**config.mk**
```make
export PLATFORM = sky130hd
export DESIGN_NAME = ram_sequencer
export DESIGN_NICKNAME = d
export VERILOG_FILES = /design/src/rtl/ram_sequencer.sv
export SDC_FILE = /design/constraint.sdc
export NUM_CORES = 1
export LEC_CHECK = 0
export BUFFER_PORTS_ARGS = -buffer_cell sky130_fd_sc_hd__clkbuf_2
export CAP_MARGIN = 20
export CORE_MARGIN = 1
export CORE_UTILIZATION = 50
export CTS_BUF_LIST = sky130_fd_sc_hd__clkbuf_16
export DETAILED_ROUTE_END_ITERATION = 16
export GPL_TIMING_DRIVEN = 0
export PLACE_DENSITY = 0.85
export SKIP_CTS_REPAIR_TIMING = 1
export SLEW_MARGIN = 20
export SYNTH_ARGS = -nofsm -noshare
export SYNTH_HDL_FRONTEND = slang
export SYNTH_SLANG_ARGS = --single-unit
```
**constraint.sdc**
```tcl
create_clock -name clock -period 2.05 [get_ports clock]
set_input_delay 0.205 -clock clock [delete_from_list [all_inputs] [get_ports clock]]
set_output_delay 0.205 -clock clock [all_outputs]
set_load 0.03 [all_outputs]
```
**src/rtl/ram_sequencer.sv**
```systemverilog
// rtl/ram_sequencer.sv - fill/scan sequencer in front of a single-port synchronous RAM (optional RAM_SEQ_CHECK_EN scan checker)
module ram_sequencer #(
  parameter int ADDR_W       = 5,
  parameter int DATA_W       = 4,
  parameter int RD_LAT       = 1,
  parameter int DWELL_CYCLES = 4
) (
  input  logic              clock,
  input  logic              resetn,
  input  logic              start_fill,
  input  logic              start_scan,
  input  logic [DATA_W-1:0] fill_value,
  input  logic [ADDR_W-1:0] man_addr,
  input  logic [DATA_W-1:0] man_data,
  input  logic              man_wren,
  input  logic [DATA_W-1:0] ram_q,
  output logic [ADDR_W-1:0] ram_address,
  output logic [DATA_W-1:0] ram_data,
  output logic              ram_wren,
  output logic              busy,
  output logic              done,
  output logic [ADDR_W-1:0] scan_addr,
  output logic [DATA_W-1:0] scan_q,
  output logic              scan_valid
`ifdef RAM_SEQ_CHECK_EN
  ,
  output logic              err_flag,
  output logic [ADDR_W:0]   err_count
`endif
);

  // RD_LAT is at most 3, so two bits cover the read-latency counter.
  localparam int LAT_W   = 2;
  localparam int DWELL_W = (DWELL_CYCLES > 1) ? $clog2(DWELL_CYCLES) : 1;

  localparam logic [ADDR_W-1:0]  LAST_ADDR  = {ADDR_W{1'b1}};
  localparam logic [LAT_W-1:0]   LAT_LAST   = LAT_W'(RD_LAT);
  localparam logic [DWELL_W-1:0] DWELL_LAST = DWELL_W'(DWELL_CYCLES - 1);

  typedef enum logic [2:0] {
    S_IDLE,
    S_FILL,
    S_SCAN_RD,
    S_SCAN_HOLD,
    S_DONE
  } state_t;

  state_t              state_q;
  state_t              state_d;
  logic [ADDR_W-1:0]   addr_q;
  logic [DATA_W-1:0]   seed_q;
  logic [LAT_W-1:0]    lat_q;
  logic [DWELL_W-1:0]  dwell_q;

  logic [DATA_W-1:0]   pattern;
  logic                wren_raw;
  logic                load_fill;
  logic                load_scan;
  logic                addr_inc;
  logic                capture;
  logic                lat_end;
  logic                dwell_end;
  logic                at_last;

  // The fill pattern and the scan check both use seed plus the low address bits.
  assign pattern   = seed_q + DATA_W'(addr_q);
  assign lat_end   = (lat_q == LAT_LAST);
  assign dwell_end = (dwell_q == DWELL_LAST);
  assign at_last   = (addr_q == LAST_ADDR);

  // Write enable is gated by reset directly so it drops the instant resetn falls.
  assign ram_wren = resetn & wren_raw;

  // State register.
  always_ff @(posedge clock or negedge resetn) begin
    if (!resetn) begin
      state_q <= S_IDLE;
    end else begin
      state_q <= state_d;
    end
  end

  // Next-state logic, RAM port mux and datapath control strobes.
  always_comb begin
    state_d     = state_q;
    ram_address = addr_q;
    ram_data    = '0;
    wren_raw    = 1'b0;
    busy        = 1'b1;
    done        = 1'b0;
    load_fill   = 1'b0;
    load_scan   = 1'b0;
    addr_inc    = 1'b0;
    capture     = 1'b0;
    case (state_q)
      S_IDLE: begin
        ram_address = man_addr;
        ram_data    = man_data;
        wren_raw    = man_wren;
        busy        = 1'b0;
        if (start_fill) begin
          load_fill = 1'b1;
          state_d   = S_FILL;
        end else if (start_scan) begin
          load_scan = 1'b1;
          state_d   = S_SCAN_RD;
        end
      end
      S_FILL: begin
        ram_data = pattern;
        wren_raw = 1'b1;
        addr_inc = 1'b1;
        if (at_last) begin
          state_d = S_DONE;
        end
      end
      S_SCAN_RD: begin
        if (lat_end) begin
          capture = 1'b1;
          state_d = S_SCAN_HOLD;
        end
      end
      S_SCAN_HOLD: begin
        if (dwell_end) begin
          if (at_last) begin
            state_d = S_DONE;
          end else begin
            addr_inc = 1'b1;
            state_d  = S_SCAN_RD;
          end
        end
      end
      S_DONE: begin
        done    = 1'b1;
        state_d = S_IDLE;
      end
      default: begin
        state_d = S_IDLE;
      end
    endcase
  end

  // Address, seed and the read-latency / dwell counters.
  always_ff @(posedge clock or negedge resetn) begin
    if (!resetn) begin
      addr_q  <= '0;
      seed_q  <= '0;
      lat_q   <= '0;
      dwell_q <= '0;
    end else begin
      if (load_fill) begin
        seed_q <= fill_value;
        addr_q <= '0;
      end else if (load_scan) begin
        addr_q <= '0;
      end else if (addr_inc) begin
        addr_q <= addr_q + 1'b1;
      end

      if (state_q == S_SCAN_RD && !lat_end) begin
        lat_q <= lat_q + 1'b1;
      end else begin
        lat_q <= '0;
      end

      if (state_q == S_SCAN_HOLD && !dwell_end) begin
        dwell_q <= dwell_q + 1'b1;
      end else begin
        dwell_q <= '0;
      end
    end
  end

  // Scan capture registers; scan_valid marks the cycle after each capture.
  always_ff @(posedge clock or negedge resetn) begin
    if (!resetn) begin
      scan_addr  <= '0;
      scan_q     <= '0;
      scan_valid <= 1'b0;
    end else begin
      scan_valid <= capture;
      if (capture) begin
        scan_q    <= ram_q;
        scan_addr <= addr_q;
      end
    end
  end

`ifdef RAM_SEQ_CHECK_EN
  // Compare each captured word against the last fill pattern; cleared at scan start.
  always_ff @(posedge clock or negedge resetn) begin
    if (!resetn) begin
      err_flag  <= 1'b0;
      err_count <= '0;
    end else if (load_scan) begin
      err_flag  <= 1'b0;
      err_count <= '0;
    end else if (capture && (ram_q != pattern)) begin
      err_flag <= 1'b1;
      if (err_count != {(ADDR_W+1){1'b1}}) begin
        err_count <= err_count + 1'b1;
      end
    end
  end
`endif

endmodule

```
==> impl_metrics.ini <==
[status]
outcome = complete, but fails checks
violations = negative hold slack

[detailed_routing]
wl_per_cell_um = 15.0
dr.pass1.iters = 3
drc = 0
drt_iter0_drc = 13
routed_wl_um = 2860
vias_per_cell = 5.43
final_antenna_net_count = 0
vias = 1031

[clock_network]
clk-insertion-delay-late_ps = 260
numCtsBuffers = 3
h-tree-depth = 1
clkTransAtPathRegs_ps = 70
clockBufferDepth = 2
cts-root-buf = clkbuf_16
cts_tree = done
cts.sinks = 26

[place]
hpwl_um = 2050
place_area_mm2 = 0.00164
numPortBuffers = 43
dp.cells = 183
dp_slack_ps = 62.9
place_congestion = 0.846

[critical_path]
endpoint_kind = primary output
critical-path-top-delay-family = flip-flops
path_class = register to primary output
crit_chain = buf_4, fa_1, xnor2_1, a211oi_2, buf_4
r2r-start = addr_q[1]
cp.buffers_inverters = 2
cp_slowest_cell = dfrtp_2
critPathMaxStageDelay_ps = 470
critPathLaunch = addr_q[1]
path_common_cell = buf_4
startpoint_type = register
worstPathMaxFanout = 7
arrival_ps = 1840
cp.required_ps = 1850

[sta]
finalMaxSlewViolations = 0
period_needed_ps = 2040
hold_violations = 26
relSlewSlack_pct = 56.5
tightest_slew_ps = 653
setup_violations = 0
finalCritPeriodShare_pct = 99.6
hold_ws_ps = -41.6
clock_skew_ps = 4.60
setup_slack_ps = 7.99
fmax_mhz = 490
rsz0062_at_grt = true

[cells_and_area]
fillers = 186
stdcell_area_mm2 = 0.00181
fin_cells = 190
seqCellArea_um2 = 653
layout_commonest_cell = clkbuf_2
area_delta_synth_final_pct = 31.6
multi_input_area_um2 = 726
diodes = 0
drive_gt1_share_pct = 51.2
layout_common_cells = clkbuf_2 (39), dfrtp_1 (24), nor2_1 (15), mux2_2 (13)
nNetsFinal = 191

[grt]
grt_max_degree = 28
grt-ovfl-total = 0
antenna_found_initial = 0
grt_pass1_vias = 1016
grt_use_total_pct = 20.5
grt_first_pass_wirelength_um = 4220

[floorplan]
ios = 44
die_h_um = 54.4
row_count = 18
die_width_um = 54.4
start_util_pct = 54.0
dieArea_mm2 = 0.00296
core_area_mm2 = 0.00254

[job]
maxCapViolations = 0

[synthesis]
syn_nets = 140
syn_area_mm2 = 0.00138
synthCells = 110
synth_area_per_cell_um2 = 12.5
ys_seq_area_share_pct = 47.3
ys_warn_count = 0
synth_cell_types = 31
ys_seq_elements = 26

[pwr]
power_density_mw_per_mm2 = 1700
ir_worst_vdd_mv = 1.16
p_leak_nw = 0.929

[min_path]
hold_class = primary input to async pin
[through the flow]
stage | setup TNS, ps | utilization (%) | total power, mW | hold WS, ps
4_1_cts | -327 | 68.5 | 2.94 | -7.67
3_5_place_dp | 0 | 64.4 | 2.36 | 264
2_1_floorplan | 0 | - | 1.99 | -90.6
6_report | 0 | 71.1 | 3.08 | -41.6
3_3_place_gp | 0 | 64.4 | 2.29 | 257
5_1_grt | -56.5 | 71.1 | 3.26 | 20.4
[metal layers]
layer | vias up | track usage [%] | wire length [um]
met4 | 0 | 7.26 | 26
met3 | 3 | 3.33 | 125
met2 | 35 | 38.6 | 1460
met1 | 504 | 22.8 | 1240
li1 | 489 | - | -
met5 | - | 0 | 0
[logic make-up (layout without fill, tap and decap cells)]
logic type / after synthesis / after routing / synth area share, %
simple gates: 30 / 30 / 12.4
flops: 26 / 26 / 47.3
mux: 25 / 25 / 22.1
compound gates: 10 / 10 / 4.73
fa+ha+maj: 8 / 8 / 7.83
buf+inv: 7 / 57 / 3.09
xor+xnor: 4 / 4 / 2.55
[state kept, by name (all words and copies together), names as in the netlist]
register / count
state_q: 3
scan_addr: 5
scan_valid: 1
scan_q: 4
lat_q: 2
addr_q: 5
seed_q: 4
dwell_q: 2
[layout make-up]
class / instances / share of cell area (%)
multi-input cells: 77 / 40.1
flip-flops and latches: 26 / 36.1
repair buffers: 46 / 13.6
clock buffers: 3 / 4.15
well taps: 30 / 2.07
plain buffers: 4 / 1.73
clock inverters: 1 / 1.66
inverters: 3 / 0.622
[cells in the mapped netlist]
| library cell | number | area (um2) |
|---|---|---|
| dfrtp_1 | 26 | 651 |
| a21o_1 | 1 | 7.51 |
| nor3b_1 | 3 | 22.5 |
| buf_6 | 2 | 22.5 |
| a311oi_1 | 1 | 8.76 |
| nor4b_1 | 1 | 8.76 |
| nor4bb_1 | 1 | 10.0 |
| or2_1 | 1 | 6.26 |
| o21ai_0 | 3 | 15.0 |
| nand2b_1 | 2 | 12.5 |
| buf_2 | 1 | 5.00 |
| nand4_1 | 1 | 6.26 |
| or3_1 | 1 | 6.26 |
| and3_1 | 1 | 6.26 |
| a21oi_1 | 2 | 10.0 |
| nand3_1 | 1 | 5.00 |
| ha_1 | 7 | 87.6 |
| fa_1 | 1 | 20.0 |
| mux4_2 | 1 | 22.5 |
| mux2_2 | 13 | 146 |
| mux2i_1 | 6 | 60.1 |
| clkbuf_1 | 1 | 3.75 |
| nor2_8 | 1 | 20.0 |
| nor2_1 | 15 | 56.3 |
| nand2_1 | 1 | 3.75 |
| inv_1 | 3 | 11.3 |
| mux2_4 | 5 | 75.1 |
| a21oi_2 | 1 | 8.76 |
| nor2b_1 | 1 | 6.26 |
| xnor2_1 | 4 | 35.0 |
| a211oi_1 | 2 | 15.0 |
[path summary, 6_finish.rpt]
kind	endpoint	slack (ps)	depth (start not counted)
min	scan_q[1]	-40	1
max in group asynchronous	addr_q[0]	1620	1
max reg2reg	addr_q[3]	110	7
min reg2reg	lat_q[0]	440	1
min in group clock	scan_q[2]	170	2
max	ram_data[2]	8	5
[report_power, final]
group	internal [mW]	switching, mW
Clock	0.389	0.177
Sequential	0.720	0.181
Combinational	0.723	0.887
[worst register-to-register path, cell delays in order, from the launching register on]
cell      delay (ps)
dfrtp_2          470
ha_1             220
and3_1           190
ha_1             210
nand2b_1         190
a21oi_4          250
nand4_1          150
mux2i_1          140
No activity file was read; power rests on OpenSTA's default activity.
